## src/rtl/jk_bank_sched.sv

```systemverilog
// Round-robin scheduler owning a bank of master-slave JK flip-flops.
// Each command runs IDLE -> DRIVE (master captures) -> COMMIT (slave/q updates).
module jk_bank_sched #(
  parameter int unsigned NREQ  = 4,
  parameter int unsigned WIDTH = 8,
  parameter int unsigned IDXW  = 3
) (
  input  logic                   clk,
  input  logic                   rst,
  input  logic [NREQ-1:0]        req,
  input  logic [2*NREQ-1:0]      op,
  input  logic [IDXW*NREQ-1:0]   idx,
  output logic [NREQ-1:0]        gnt,
  output logic [NREQ-1:0]        done,
  output logic                   err,
  output logic [WIDTH-1:0]       j,
  output logic [WIDTH-1:0]       k,
  output logic [WIDTH-1:0]       q,
  output logic [WIDTH-1:0]       q_bar,
  output logic                   busy
);

  localparam int unsigned PW = (NREQ > 1) ? $clog2(NREQ) : 1;

  typedef enum logic [1:0] {
    IDLE   = 2'd0,
    DRIVE  = 2'd1,
    COMMIT = 2'd2
  } state_e;

  state_e            state_q, state_d;
  logic [PW-1:0]     win_q, win_d;
  logic [PW-1:0]     ptr_q, ptr_d;
  logic [1:0]        op_q, op_d;
  logic [IDXW-1:0]   idx_q, idx_d;
  logic [WIDTH-1:0]  master_q, master_d;
  logic [WIDTH-1:0]  q_q, q_d;
  logic [WIDTH-1:0]  q_bar_q, q_bar_d;
  logic [WIDTH-1:0]  j_q, j_d;
  logic [WIDTH-1:0]  k_q, k_d;
  logic [NREQ-1:0]   gnt_q, gnt_d;
  logic [NREQ-1:0]   done_q, done_d;
  logic              err_q, err_d;
  logic              busy_q, busy_d;

  logic              found;
  logic [PW-1:0]     pick;
  logic [1:0]        new_op;
  logic [IDXW-1:0]   new_idx;
  logic [WIDTH-1:0]  new_sel;
  logic [WIDTH-1:0]  cur_sel;
  logic [WIDTH-1:0]  jk_next;

  // One-hot decode of a bit index; out-of-range indices decode to zero.
  function automatic logic [WIDTH-1:0] bit_sel(input logic [IDXW-1:0] ix);
    logic [WIDTH-1:0] s;
    s = '0;
    for (int unsigned b = 0; b < WIDTH; b++) begin
      if (32'(ix) == b) s[b] = 1'b1;
    end
    return s;
  endfunction

  // Round-robin pick: first pass from the pointer upward, second pass wraps.
  always_comb begin
    found   = 1'b0;
    pick    = '0;
    new_op  = '0;
    new_idx = '0;
    for (int unsigned i = 0; i < NREQ; i++) begin
      if (!found && req[i] && (i >= 32'(ptr_q))) begin
        found   = 1'b1;
        pick    = PW'(i);
        new_op  = op[2*i +: 2];
        new_idx = idx[IDXW*i +: IDXW];
      end
    end
    for (int unsigned i = 0; i < NREQ; i++) begin
      if (!found && req[i]) begin
        found   = 1'b1;
        pick    = PW'(i);
        new_op  = op[2*i +: 2];
        new_idx = idx[IDXW*i +: IDXW];
      end
    end
  end

  assign new_sel = bit_sel(new_idx);
  assign cur_sel = bit_sel(idx_q);

  // JK characteristic applied across the whole word; cur_sel picks the bit.
  always_comb begin
    jk_next = q_q;
    case (op_q)
      2'b01:   jk_next = '0;
      2'b10:   jk_next = '1;
      2'b11:   jk_next = ~q_q;
      default: jk_next = q_q;
    endcase
  end

  always_comb begin
    state_d  = state_q;
    win_d    = win_q;
    ptr_d    = ptr_q;
    op_d     = op_q;
    idx_d    = idx_q;
    master_d = master_q;
    q_d      = q_q;
    j_d      = '0;
    k_d      = '0;
    gnt_d    = '0;
    done_d   = '0;
    err_d    = 1'b0;
    busy_d   = 1'b0;
    case (state_q)
      IDLE: begin
        if (found) begin
          state_d = DRIVE;
          win_d   = pick;
          op_d    = new_op;
          idx_d   = new_idx;
          gnt_d   = NREQ'(1) << pick;
          j_d     = new_op[1] ? new_sel : '0;
          k_d     = new_op[0] ? new_sel : '0;
          busy_d  = 1'b1;
        end
      end
      DRIVE: begin
        state_d  = COMMIT;
        busy_d   = 1'b1;
        master_d = (master_q & ~cur_sel) | (jk_next & cur_sel);
      end
      COMMIT: begin
        state_d = IDLE;
        q_d     = (q_q & ~cur_sel) | (master_q & cur_sel);
        done_d  = NREQ'(1) << win_q;
        err_d   = ~|cur_sel;
        ptr_d   = (32'(win_q) == NREQ - 1) ? '0 : win_q + PW'(1);
      end
      default: state_d = IDLE;
    endcase
  end

  assign q_bar_d = ~q_d;

  always_ff @(posedge clk or posedge rst) begin
    if (rst) begin
      state_q  <= IDLE;
      win_q    <= '0;
      ptr_q    <= '0;
      op_q     <= '0;
      idx_q    <= '0;
      master_q <= '0;
      q_q      <= '0;
      q_bar_q  <= '1;
      j_q      <= '0;
      k_q      <= '0;
      gnt_q    <= '0;
      done_q   <= '0;
      err_q    <= 1'b0;
      busy_q   <= 1'b0;
    end else begin
      state_q  <= state_d;
      win_q    <= win_d;
      ptr_q    <= ptr_d;
      op_q     <= op_d;
      idx_q    <= idx_d;
      master_q <= master_d;
      q_q      <= q_d;
      q_bar_q  <= q_bar_d;
      j_q      <= j_d;
      k_q      <= k_d;
      gnt_q    <= gnt_d;
      done_q   <= done_d;
      err_q    <= err_d;
      busy_q   <= busy_d;
    end
  end

  assign gnt   = gnt_q;
  assign done  = done_q;
  assign err   = err_q;
  assign j     = j_q;
  assign k     = k_q;
  assign q     = q_q;
  assign q_bar = q_bar_q;
  assign busy  = busy_q;

endmodule

```

## config.mk

```make
export PLATFORM = sky130hd
export DESIGN_NAME = jk_bank_sched
export DESIGN_NICKNAME = d
export VERILOG_FILES = /design/src/rtl/jk_bank_sched.sv
export SDC_FILE = /design/constraint.sdc
export NUM_CORES = 1
export LEC_CHECK = 0
export ABC_AREA = 1
export CAP_MARGIN = 20
export CORE_MARGIN = 3
export CORE_UTILIZATION = 40
export DETAILED_ROUTE_END_ITERATION = 10
export GPL_TIMING_DRIVEN = 0
export PLACE_DENSITY = 0.66
export SLEW_MARGIN = 30
export SYNTH_ARGS = -nofsm -noshare
export SYNTH_HDL_FRONTEND = slang
export SYNTH_SLANG_ARGS = --single-unit
```

## constraint.sdc

```tcl
create_clock -name clk -period 5.37 [get_ports clk]
set_clock_uncertainty 0.15 [all_clocks]
set_input_delay 1.074 -clock clk [delete_from_list [all_inputs] [get_ports clk]]
set_output_delay 1.074 -clock clk [all_outputs]
set_load 0.02 [all_outputs]
```

Yosys cells after proc, flatten, opt, wreduce, memory -nomap -nowiden
Index checks and enable logic that the tools add are counted.

$lt $le $gt $ge: 3. Equal/unequal tests: 21. Add/subtract/negate cells: 1. Reduce and logical (&&, ||, !) cells: 23. Bitwise gates (word level): 9. Multiplexer cells: 64. Shift-type cells: 2.

Operators with widths (count): $mux 8 (7); $and 8x8->8 (4); $mux 2 (16); $mux 1 (27); $eq 3x3->1 const B (8); $mux 3 (8); $not 8->8 (3); $pmux 8 s3 (1); $or 8x8->8 (2); $eq 3x2->1 const B (4); $mux 4 (3); $logic_and 1x1->1 (10); $eq 2x2->1 const B (4); $logic_not 1->1 (8); $reduce_or 8->1 (1); $shl 1x2->4 const A (2); $eq 3x1->1 const B (2); $logic_not 3->1 (2); $eq 2x1->1 const B (2); $ge 1x2->1 const A (2); $pmux 2 s2 (1); $add 2x1->2 const B (1); $ge 2x2->1 const A (1); $logic_not 2->1 (1); 3 further kinds (3).

Input bits: 26. Register bits: 61. Output and inout bits: 42.

Depth between registers and ports, before layout
Depth in word-level cells: 31. Depth in mapped cells: 12. Depth with buffers taken out: 12.

Worst setup path after synthesis
OpenSTA, ideal clock, no wires.

Path type: input to register. From: input req[0]. To: register op_q[0]. Path buffers: 1. Slack: 3036 ps. Arrival: 2061 ps. Stages on the path: 7. Required time: 5096 ps. Cell sequence: buf_2 -> nor3_4 -> nand3_1 -> nand2_1 -> clkinv_1 -> nand2_2 -> nand2_1.

Longest elaborated chain between the ends: 26. Elaborated cells on any way between the ends: 34. Those cells by class: mux: 16; reduce/logical: 18.

Ends and longest elaborated chain: from (decl) (RTL line 10) `input logic [NREQ-1:0] req,`; $logic_and 1x1->1 (RTL line 71) `if (!found && req[i] && (i >= 32'(ptr_q))) begin`; $mux 1 (RTL line 71); $logic_not 1->1 (RTL line 71); $logic_and 1x1->1 (2 in a row) (RTL line 71); $mux 1 (RTL line 71); $logic_not 1->1 (RTL line 71); $logic_and 1x1->1 (2 in a row) (RTL line 71); $mux 1 (RTL line 71); (+8 left out); $mux 1 (RTL line 79) `if (!found && req[i]) begin`; $logic_not 1->1 (RTL line 79); $logic_and 1x1->1 (RTL line 79); $mux 1 (RTL line 79); $logic_not 1->1 (RTL line 79); $logic_and 1x1->1 (RTL line 79); $mux 1 (RTL line 79); $reduce_and 2->1 (no source line); to (signal assigned) (RTL line 167) `op_q <= op_d;`; to (decl) (RTL line 34) `logic [1:0] op_q, op_d;`.

Several ways; a longest one is shown, not always the timed one. A chain may end at the register's enable or synchronous reset.

Final worst setup path
From: input req[1]. To: register j_q[1], in the netlist j[1].

Longest elaborated chain between the ends: 27. Elaborated cells on any way between the ends: 41. Those cells by class: eq/ne: 1; mux: 25; reduce/logical: 15.

Ends and longest elaborated chain: $logic_and 1x1->1 (2 in a row) (RTL line 71); $mux 1 (RTL line 71); $logic_not 1->1 (RTL line 71); $logic_and 1x1->1 (2 in a row) (RTL line 71); $mux 1 (RTL line 71); $logic_not 1->1 (RTL line 71); $logic_and 1x1->1 (RTL line 71); $mux 1 (RTL line 71); (+10 left out); $logic_and 1x1->1 (RTL line 79); $mux 3 (RTL line 79); $eq 3x1->1 (RTL line 59) `if (32'(ix) == b) s[b] = 1'b1;`; $mux 1 (RTL line 59); $mux 8 (RTL line 124) `j_d = new_op[1] ? new_sel : '0;`; $mux 8 * (RTL line 118) `if (found) begin`; $mux 8 * (RTL line 116) `case (state_q)`; via j_d[1] (RTL line 39) `logic [WIDTH-1:0] j_q, j_d;`; to (signal assigned) (RTL line 172) `j_q <= j_d;`; to (decl) (RTL line 39).

Mark *: on every way through the listed nets, which the timed path passes. The rest lies on a longest branch.

==> qor.txt <==
Outcome: complete, no violations
Overflow after GRT: 0
Crit path DAT: 3.09 ns
Post-CTS setup buffers: 0
Cell Chain, Critical Path: clkdlybuf4s50_1, inv_2, nor2_1, a21oi_1, nand3_1, nand2_1, nor2_2, nand3_1, nor2_2, nand3_1, nor2_1
WHS Path Cells: 1
Pins over their slew limit: 0
WS Path Type: input pin to flop
Final GP Congestion: 0.8911
Synthesized area per cell: 8.286 um2
Crit path launch type: input pin
CORE AREA: 0.006568 mm2
Dpl hpwl: 4956 um
RSZ-0062 raised after global routing: no
Layout overhead on the synthesized area: 35.68%
Mapped cell area: 0.002809 mm2
Seq/Total Area, Yosys: 0.5470
WL/cell: 12.88 um
CTS max path bufs: 2
Reg-to-reg setup timing slack: 3.24 ns
Synth Register Bits: 61
Drt drc: 0
Leakage: 1.843 nW
Global Route Usage Sum: 0.1733
Top cell type's share of synthesized area: 0.4722
CTS Hold Bufs: 0
Post-route ant nets: 0
Sink Count: 61
# nets final: 448
Clock power frac: 0.196
Die width: 89.80 um
Synth warn: 0
Drt first pass iters: 4
Antenna violations before repair: 0
Maximum ir drop on the vdd rail: 265.3 uV
Vias in the first global route: 2324
Final TNS setup: 0 ns
DR vias: 2430
Pre-CTS setup slack: 2.032 ns
Gate power share: 0.444
CP bufs+invs: 2
IO Pins: 68
# setup viols final: 0
Power per cell area: 533.6 mW/mm2
Post-synth top area cell: dfrtp_1
CP max FO: 6
1st-iter DRT viols: 80
CTS resizes: 0
Clock buffers created by TritonCTS: 9
Slowest stage delay, CP: 0.63 ns
P_int: 1.214 mW
CTS tree: yes
Die area: 0.008064 mm2
Max frequency: 334.0 MHz
Count of cell types in the netlist: 27
Die Y: 89.80 um
Final period utilization: 0.5575
Root Buffer: clkbuf_8
Critical path's slowest cell: clkdlybuf4s50_1
First-pass GRT wire length: 11230 um
Max-cap violations: 0
Share of cells above drive strength 1: 0.08983
Top post-synthesis cells by area: dfrtp_1 47%, inv_1 7.8%, dfstp_2 7.5%
Final Critical Period: 2.994 ns
Critical path required time: 5.47 ns
Antenna Cells: 0
Pin count of the biggest net entering global routing: 44
Layout fillers: 624
Starting Density: 0.4277
Final Hold Fails: 0
Clk_lat worst skew: 0.34 ns
Element type at the critical path end: flop
CTS H-Tree Depth: 3
# port buffers: 67
Cell depth of the worst setup path: 11
WHS: 0.2939 ns
Most frequent CP cell: nand3_1
DRT Wirelength: 6644 um
CP top delay family: simple AND/OR/NAND/NOR gates
Post-synth net total: 369
Switching Share: 0.4030
Final WS setup: 2.376 ns
Post-Syn Instances: 339
DR vias/cell: 4.709
Rows: 29
Reg clk slew, reported paths: 0.07 ns
Worst r2r path cells: 9
HP Class: flop to flop
Sequential Power Share: 0.360
P_sw: 819.7 uW
-- placed cells by master (no fill, tap or decap), types with 4 or more instances in the layout --
cell type / n
a21oi_1: 6
a31oi_1: 6
clkbuf_1: 5
clkbuf_8: 10
clkdlybuf4s50_1: 67
dfrtp_1: 53
dfstp_2: 8
ha_1: 4
inv_1: 57
nand2_1: 56
nand2_2: 4
nand3_1: 36
nand4_1: 6
nor2_1: 50
nor3_1: 5
o21ai_0: 27
-- power by group through the flow --
| stage | clock (mW) | combinational [mW] | sequential (mW) |
|---|---|---|---|
| finish | 0.399 | 0.904 | 0.731 |
| global route | 0.430 | 1.01 | 0.752 |
| CTS | 0.407 | 0.914 | 0.733 |
| detailed placement | 0 | 0.909 | 0.740 |
| global placement | 0 | 0.889 | 0.733 |
| floorplan | 0 | 0.454 | 0.846 |
-- layer usage --
metal  part of all wire  routed length [um]  track usage
met5                  0                   0            0
met4              0.020                 136      0.06641
met3              0.061                 406      0.05426
met2               0.45                2995       0.2719
met1               0.47                3106       0.2254
-- synth_stat cells --
library cell and instances:
inv_1 58, nand2_1 56, dfrtp_1 53, nor2_1 50, nand3_1 36, o21ai_0 27
dfstp_2 8, a21oi_1 6, a31oi_1 6, nand4_1 6, nor3_1 5, ha_1 4
nand2_2 4, clkbuf_1 3, nor2_2 3, buf_2 2, o21a_1 2, clkinv_1 1
conb_1 1, inv_2 1, nand2_4 1, nand3_2 1, nor2_4 1, nor3_4 1
nor3b_1 1, o31ai_1 1, or2_1 1
-- worst paths after layout --
check	end	startpoint
setup / recovery	j[1]	req[1]
hold / removal	gnt[3]	state_q[0]
setup reg to reg	j[1]	ptr_q[0]
hold reg to reg	gnt[3]	state_q[0]
max in group asynchronous	q_bar[2]	rst
min in group asynchronous	err	rst
-- kinds of logic (layout without fill, tap and decap cells) --
logic type | after synthesis | in the layout | share of synthesized area
flops | 61 | 61 | 0.5470
compound gates | 42 | 42 | 0.08018
simple gates | 166 | 166 | 0.2659
fa+ha+maj | 4 | 4 | 0.01782
other cells | 1 | 1 | 0.001335
buf+inv | 65 | 149 | 0.08775
-- area by class of cell --
class	instances	area (um2)	area share
multi-input combinational	213	1026	0.2692
inverter	60	227.7	0.05975
tap	93	116.4	0.03053
timing repair buffer	68	690.7	0.1812
sequential	61	1536	0.4032
clock buffer	12	145.1	0.03808
clock inverter	4	47.55	0.01248
buffer	5	21.27	0.005581
-- through the flow --
step	total power [mW]	util	instance area (um2)	instances
finish	2.034	0.5803	3811	516
global route	2.191	0.5803	3811	516
CTS	2.055	0.5803	3811	516
detailed placement	1.649	0.5510	3618	500
global placement	1.622	0.5475	3596	499
floorplan	1.300	-	2809	339
(Power assumes the default switching activity.)
